$ cat src/rtl/fetch_pkg.sv
// rtl/fetch_pkg.sv - shared field positions and FSM encoding for the fetch stage
package fetch_pkg;

   localparam int INSTR_WIDTH  = 32;

   localparam int ISBRANCH_BIT = 31;
   localparam int FORMAT_BIT   = 30;
   localparam int OPCODE_MSB   = 29;
   localparam int OPCODE_LSB   = 23;
   localparam int PRIM_MSB     = 22;
   localparam int PRIM_LSB     = 18;
   localparam int SEC_MSB      = 17;
   localparam int SEC_LSB      = 2;

   typedef enum logic [1:0] {
      S_IDLE     = 2'd0,
      S_FETCH    = 2'd1,
      S_REDIRECT = 2'd2
   } fetch_state_t;

endpackage

$ cat src/rtl/fetch_fifo.sv
// rtl/fetch_fifo.sv - synchronous FIFO with clear; push and pop of different entries may share a cycle
module fetch_fifo #(
   parameter int WIDTH = 32,
   parameter int DEPTH = 2,
   localparam int PTR_W = (DEPTH > 1) ? $clog2(DEPTH) : 1,
   localparam int CNT_W = $clog2(DEPTH + 1)
) (
   input  logic             clock_i,
   input  logic             reset_ni,
   input  logic             clear,
   input  logic             push,
   input  logic [WIDTH-1:0] push_data,
   input  logic             pop,
   output logic [WIDTH-1:0] head,
   output logic             full,
   output logic             empty,
   output logic [CNT_W-1:0] count
);

   logic [WIDTH-1:0] mem_q [DEPTH];
   logic [PTR_W-1:0] rd_ptr_q;
   logic [PTR_W-1:0] wr_ptr_q;
   logic             do_push;
   logic             do_pop;

   function automatic logic [PTR_W-1:0] next_ptr(input logic [PTR_W-1:0] p);
      return (p == PTR_W'(DEPTH - 1)) ? '0 : p + 1'b1;
   endfunction

   assign empty   = (count == '0);
   assign full    = (count == CNT_W'(DEPTH));
   assign head    = mem_q[rd_ptr_q];
   // An empty FIFO cannot pop the entry being pushed this cycle.
   assign do_pop  = pop && !empty && !clear;
   assign do_push = push && !clear && (!full || do_pop);

   always_ff @(posedge clock_i) begin
      if (!reset_ni || clear) begin
         rd_ptr_q <= '0;
         wr_ptr_q <= '0;
         count    <= '0;
      end else begin
         if (do_push) wr_ptr_q <= next_ptr(wr_ptr_q);
         if (do_pop)  rd_ptr_q <= next_ptr(rd_ptr_q);
         unique case ({do_push, do_pop})
            2'b10:   count <= count + 1'b1;
            2'b01:   count <= count - 1'b1;
            default: ;
         endcase
      end
   end

   always_ff @(posedge clock_i) begin
      if (do_push) mem_q[wr_ptr_q] <= push_data;
   end

   assert property (@(posedge clock_i) disable iff (!reset_ni)
                    !(push && !clear && full && !do_pop));

endmodule

$ cat src/rtl/fetch_unit.sv
// rtl/fetch_unit.sv - instruction fetch: PC, credit-limited imem reads, buffering, redirect handling
module fetch_unit
   import fetch_pkg::*;
#(
   parameter int                  PC_WIDTH   = 16,
   parameter logic [PC_WIDTH-1:0] RESET_PC   = '0,
   parameter int                  FIFO_DEPTH = 2
) (
   input  logic                   clock_i,
   input  logic                   reset_ni,
   input  logic                   enable_i,
   input  logic                   shouldStall_i,
   input  logic                   redirect_i,
   input  logic [PC_WIDTH-1:0]    redirectPc_i,
   output logic                   imemReq_o,
   output logic [PC_WIDTH-1:0]    imemAddr_o,
   input  logic                   imemReady_i,
   input  logic                   imemValid_i,
   input  logic [INSTR_WIDTH-1:0] imemData_i,
   output logic                   enable_o,
   output logic                   isBranch_o,
   output logic                   instructionFormat_o,
   output logic [6:0]             opcode_o,
   output logic [4:0]             primOperand_o,
   output logic [15:0]            secOperand_o,
   output logic                   flush_o,
   output logic [PC_WIDTH-1:0]    pc_o
);

   localparam int              CNT_W   = $clog2(FIFO_DEPTH + 1);
   localparam int              ENTRY_W = INSTR_WIDTH + PC_WIDTH;
   localparam logic [CNT_W:0]  DEPTH_C = (CNT_W + 1)'(FIFO_DEPTH);

   fetch_state_t        state_q, state_d;
   logic [PC_WIDTH-1:0] pc_q;
   logic [CNT_W-1:0]    outstanding_q, outstanding_next, drop_count_q;
   logic                credit_ok, accept, resp_valid, resp_drop, resp_keep, out_load;
   logic                instr_pop, instr_full, instr_empty;
   logic [CNT_W-1:0]    instr_count;
   logic [ENTRY_W-1:0]  instr_head;
   logic [INSTR_WIDTH-1:0] head_word;
   logic                tag_full, tag_empty;
   logic [CNT_W-1:0]    tag_count;
   logic [PC_WIDTH-1:0] tag_head;
   logic                unused_status;

   assign imemAddr_o = pc_q;
   assign credit_ok  = ({1'b0, outstanding_q} + {1'b0, instr_count}) < DEPTH_C;
   assign accept     = imemReq_o && imemReady_i;
   // A response with nothing outstanding is a stray (e.g. from before reset) and is ignored.
   assign resp_valid = imemValid_i && (outstanding_q != '0);
   assign resp_drop  = resp_valid && (redirect_i || (drop_count_q != '0));
   assign resp_keep  = resp_valid && !resp_drop;
   assign out_load   = !enable_o || !shouldStall_i;
   assign instr_pop  = !redirect_i && out_load && !instr_empty;
   assign head_word  = instr_head[ENTRY_W-1:PC_WIDTH];
   assign unused_status = ^{head_word[SEC_LSB-1:0], instr_full, tag_full, tag_empty, tag_count};

   always_comb begin
      outstanding_next = outstanding_q;
      if (accept && !resp_valid)      outstanding_next = outstanding_q + 1'b1;
      else if (!accept && resp_valid) outstanding_next = outstanding_q - 1'b1;
   end

   always_ff @(posedge clock_i) begin
      if (!reset_ni) state_q <= S_IDLE;
      else           state_q <= state_d;
   end

   always_comb begin
      state_d   = state_q;
      imemReq_o = 1'b0;
      unique case (state_q)
         S_IDLE:     if (enable_i) state_d = S_FETCH;
         S_FETCH:    imemReq_o = enable_i && !redirect_i && credit_ok;
         S_REDIRECT: state_d = S_FETCH;
         default:    state_d = S_IDLE;
      endcase
      if (redirect_i) state_d = S_REDIRECT;
   end

   // Redirect snapshots the post-accounting outstanding count as the number of stale words to drop.
   always_ff @(posedge clock_i) begin
      if (!reset_ni) begin
         pc_q          <= RESET_PC;
         outstanding_q <= '0;
         drop_count_q  <= '0;
         flush_o       <= 1'b0;
      end else begin
         outstanding_q <= outstanding_next;
         flush_o       <= redirect_i;
         if (redirect_i) begin
            pc_q         <= redirectPc_i;
            drop_count_q <= outstanding_next;
         end else begin
            if (accept)    pc_q         <= pc_q + 1'b1;
            if (resp_drop) drop_count_q <= drop_count_q - 1'b1;
         end
      end
   end

   always_ff @(posedge clock_i) begin
      if (!reset_ni) begin
         enable_o            <= 1'b0;
         isBranch_o          <= 1'b0;
         instructionFormat_o <= 1'b0;
         opcode_o            <= '0;
         primOperand_o       <= '0;
         secOperand_o        <= '0;
         pc_o                <= RESET_PC;
      end else if (redirect_i) begin
         enable_o <= 1'b0;
      end else if (out_load) begin
         enable_o <= !instr_empty;
         if (!instr_empty) begin
            isBranch_o          <= head_word[ISBRANCH_BIT];
            instructionFormat_o <= head_word[FORMAT_BIT];
            opcode_o            <= head_word[OPCODE_MSB:OPCODE_LSB];
            primOperand_o       <= head_word[PRIM_MSB:PRIM_LSB];
            secOperand_o        <= head_word[SEC_MSB:SEC_LSB];
            pc_o                <= instr_head[PC_WIDTH-1:0];
         end
      end
   end

   fetch_fifo #(.WIDTH(ENTRY_W), .DEPTH(FIFO_DEPTH)) u_instr_fifo (
      .clock_i   (clock_i),
      .reset_ni  (reset_ni),
      .clear     (redirect_i),
      .push      (resp_keep),
      .push_data ({imemData_i, tag_head}),
      .pop       (instr_pop),
      .head      (instr_head),
      .full      (instr_full),
      .empty     (instr_empty),
      .count     (instr_count)
   );

   fetch_fifo #(.WIDTH(PC_WIDTH), .DEPTH(FIFO_DEPTH)) u_tag_fifo (
      .clock_i   (clock_i),
      .reset_ni  (reset_ni),
      .clear     (redirect_i),
      .push      (accept),
      .push_data (pc_q),
      .pop       (resp_keep),
      .head      (tag_head),
      .full      (tag_full),
      .empty     (tag_empty),
      .count     (tag_count)
   );

   assert property (@(posedge clock_i) disable iff (!reset_ni)
                    imemValid_i |-> (outstanding_q != '0));

endmodule
$ cat config.mk
export PLATFORM = sky130hd
export DESIGN_NAME = fetch_unit
export DESIGN_NICKNAME = d
export VERILOG_FILES = /design/src/rtl/fetch_pkg.sv /design/src/rtl/fetch_fifo.sv /design/src/rtl/fetch_unit.sv
export SDC_FILE = /design/constraint.sdc
export NUM_CORES = 1
export LEC_CHECK = 0
export ABC_CLOCK_PERIOD_IN_PS = 7900
export BUFFER_PORTS_ARGS = -buffer_cell sky130_fd_sc_hd__buf_2
export CAP_MARGIN = 10
export CORE_ASPECT_RATIO = 1.2
export CORE_MARGIN = 1.5
export CORE_UTILIZATION = 60
export CTS_CLUSTER_SIZE = 30
export DETAILED_ROUTE_END_ITERATION = 10
export PLACE_DENSITY = 0.94
export SETUP_SLACK_MARGIN = 0.4
export SLEW_MARGIN = 20
export SYNTH_ARGS = -nofsm -noshare
export SYNTH_HDL_FRONTEND = slang
export SYNTH_SLANG_ARGS = --single-unit
$ cat constraint.sdc
create_clock -name clock_i -period 7.9 [get_ports clock_i]
set_input_delay 1.975 -clock clock_i [delete_from_list [all_inputs] [get_ports clock_i]]
set_output_delay 1.975 -clock clock_i [all_outputs]
set_load 0.005 [all_outputs]
==> impl_summary.md <==
Logic synthesis
After synthesis, the mean cell area works out to 13.59 um2. The number of cells produced by synthesis is 571. The number of warning messages in the yosys log is 0. The fraction of post-synthesis cell area in the top cell type by area is 0.4799. The number of synthesized flops with an enable pin is 124. By area the synthesized netlist is led by edfxtp_1 48%, dfxtp_1 20%, mux2i_1 6.2%. The primary flip-flop cell chosen by synthesis mapping is edfxtp_1. The synthesized netlist occupies a cell area of 7759 um2. The number of different library cells in the post-synthesis netlist is 57. The proportion of synthesized flip-flops having asynchronous set or reset is 0. The number of nets produced by synthesis is 631. The synthesized flop and latch total is 203.

Of all cell types, the one taking the most synthesized area is edfxtp_1. The share of the Yosys chip area taken by registers is 0.6838.

Floorplan
The die area is about 14000 um2. The starting utilization of the core area is 0.6152. The core region area is 12610 um2. The width of the die is 106.8 um. The number of placement rows is 45. The die height is 127.6 um. The number of I/O pins is 120.

STA
The final count of pins violating max slew was 0. The final count of hold timing violations is 0. Counting I/O delays and the setup requirement, the final critical path takes 5107 ps.

The sum of negative setup slack is 0 ps. Setup repair after global routing left no endpoint under its margin. The measured slew at the worst slew-check pin is around 940 ps. The share of the clock period used by the worst path after layout is 0.6464. For the final database, setup skew stands at 16.67 ps. The highest clock rate is 0.1958 GHz.

Setup violations remaining at the end of the flow were counted as 0. The worst slew slack as a fraction of its limit is 0.3755.

Clocking
The total CTS buffers is 19. Gates resized during post-CTS repair numbered 0. For this design, the CTS-stage hold fixing added 0 buffers. The maximum count of clock buffers along a single path is 3. CTS built an H-tree with a depth of 1. The CTS tree is yes. The clock input transition at the sequential cells of the worst setup and hold paths is 60 ps. The root buffer cell chosen for the clock tree is clkbuf_16.

The tree built by TritonCTS fans out to 203 sinks. The clock latency at the later pin of the worst-skew pair is 480 ps. The number of setup buffers added after CTS is 0.

GRT
The number of global-route vias before repair is 5009. The total grt overflow is 0. Entering global routing, the biggest net connects 94 pins. The number of antenna violations at the first check in global routing came to 0.

The first global-routing pass estimated about 24000 um of wire. The global routing usage summed across all routing layers is 0.2233.

Outcome
The flow ran to the end, and the final reports show no timing, DRC or antenna violations.

Cells and area
The number of antenna diodes in the final layout is 0. The net count reported at finish is 743. The finished cells cover 9060 um2. The library cells used most frequently in the layout, excluding fill and tap cells, are 124 x edfxtp_1, 117 x buf_2, 78 x dfxtp_1, 64 x nor2_1, 50 x a211oi_1. The most common library cell in the layout ignoring fill and taps is edfxtp_1. The relative area change from synthesis to final layout is 16.77%. Of the cells placed in the final design, the portion with a size suffix greater than 1 is 0.2547.

Routing
The total via count in the routed design is 5069. The count of nets left with antenna violations once routing finished came out at 0. The detailed-router iteration count before antenna repair is 5. For this run, design rule violations remaining after detail routing come to 0. The number of vias per cell after detailed routing is 5.901.

The starting DRC count in detailed routing is 307. The detail-routed net length per standard cell is 17.82 um. The overall routed net length is around 15000 um.

Critical path
The endpoint arrival time on the critical path is 3130 ps. At the worst endpoint, the required time is 5930 ps. The largest driver fanout on the critical path is 23. The critical path is of the in -> out type. STA classifies the critical path endpoint as an output pin. The startpoint kind of the worst setup timing path is an input port.

Place
The last weighted congestion value of the routability-driven placer is 0.8263. After detailed placement, the total cell area comes to 8482 um2. The HPWL after detailed placement is roughly 9700 um. The count of buffers added on input and output ports is 117.

Worst hold path
The type of the tightest min-delay check is reg -> reg.

Run
The number of maximum-capacitance violations is 0.

Power
The worst ir drop on vdd is 0.0001503 V. Dividing total power by cell area gives a power density of 247.6 nW/um2. The total leakage power is between 3 and 4 nW.
==> logic make-up (layout without fill, tap and decap cells) <==
| kind of cell | count (synthesis) | in the layout | share of synthesized area |
|---|---|---|---|
| XOR/XNOR | 11 | 11 | 0.01242 |
| flip-flops | 203 | 203 | 0.6838 |
| multiplexers | 65 | 65 | 0.08660 |
| AND/OR/NAND/NOR | 144 | 144 | 0.09450 |
| AO/OA/AOI/OAI | 98 | 98 | 0.09015 |
| buffers and inverters | 45 | 169 | 0.02354 |
| adder cells (fa/ha/maj) | 5 | 5 | 0.009031 |
==> synth_stat cells, types with 2 or more instances <==
master / n
clkbuf_1: 19
and4_1: 2
edfxtp_1: 124
a31oi_1: 9
buf_2: 11
nor4_1: 3
and3_1: 4
xnor2_1: 10
nand3b_1: 3
nand2_1: 19
or3_1: 5
o21a_1: 3
or4_1: 6
nand3_2: 2
dfxtp_1: 79
nor3b_1: 2
o211ai_1: 3
nand4_1: 3
nor2_1: 66
mux2i_1: 48
and2_1: 2
a211oi_1: 50
mux2_2: 16
nor3_1: 5
ha_1: 4
o21ai_0: 2
inv_1: 11
buf_1: 3
a21oi_1: 11
nand3_1: 11
o31ai_1: 2
o21ai_1: 4
a22oi_1: 5
==> where the power goes <==
part           switching (mW)  internal (mW)  total, mW
combinational           0.114         0.0770      0.191
sequential             0.0288           1.18       1.20
clock                   0.352          0.496      0.848
total                   0.495           1.75       2.24
==> worst paths after layout <==
path,from,end,slack (ps),depth (start not counted)
worst max-delay path,redirect_i,imemReq_o,2790,4
worst max register to register,u_instr_fifo.count[0],imemAddr_o[1],5010,7
worst min register to register,pc_o[4],pc_o[4],500,2
worst min-delay path,pc_o[4],pc_o[4],500,2
==> worst max-delay path: stages <==
cell and delay [ps]:
buf_2 240, nand4bb_1 520, nor3_1 250, buf_2 150
==> stage by stage <==
step / cells / setup slack (ps) / utilization / hold slack [ps] / power [mW]
finish: 859 / 2793 / 0.7184 / 495.0 / 2.244
detailed placement: 826 / 2818 / 0.6725 / 489.9 / 1.415
CTS: 859 / 2811 / 0.7184 / 496.6 / 2.252
global route: 859 / 2678 / 0.7184 / 518.5 / 2.314
floorplan: 571 / 3130 / - / 445.8 / 1.348
global placement: 826 / 2838 / 0.6725 / 469.1 / 1.399
==> state kept, by name, indices dropped and copies added (netlist names), named ones only <==
register	flops
drop_count_q	2
enable_o	1
flush_o	1
imemAddr_o	16
instructionFormat_o	1
isBranch_o	1
opcode_o	7
outstanding_q	2
pc_o	16
primOperand_o	5
secOperand_o	16
state_q	2
u_instr_fifo.count	2
u_instr_fifo.mem_q	92
u_instr_fifo.rd_ptr_q	1
u_instr_fifo.wr_ptr_q	1
u_tag_fifo.count	2
u_tag_fifo.mem_q	32
u_tag_fifo.rd_ptr_q	1
u_tag_fifo.wr_ptr_q	1
==> area by class of cell <==
| type | instances | area [um2] |
|---|---|---|
| Tap cell | 164 | 205.2 |
| Clock buffer | 28 | 529.3 |
| Clock inverter | 5 | 48.80 |
| Timing Repair Buffer | 124 | 638.1 |
| Fill cell | 804 | 3552 |
| Sequential cell | 203 | 5306 |
| Multi-Input combinational cell | 323 | 2287 |
| Inverter | 12 | 45.04 |
==> per-layer routing <==
layer | routed length [um] | track usage | share of wire
met1 | 5892 | 0.2652 | 0.38
met2 | 8029 | 0.4076 | 0.52
met3 | 1055 | 0.03367 | 0.069
met4 | 327 | 0.08392 | 0.021
met5 | 0 | 0 | 0
No activity file was read; power rests on OpenSTA's default activity.
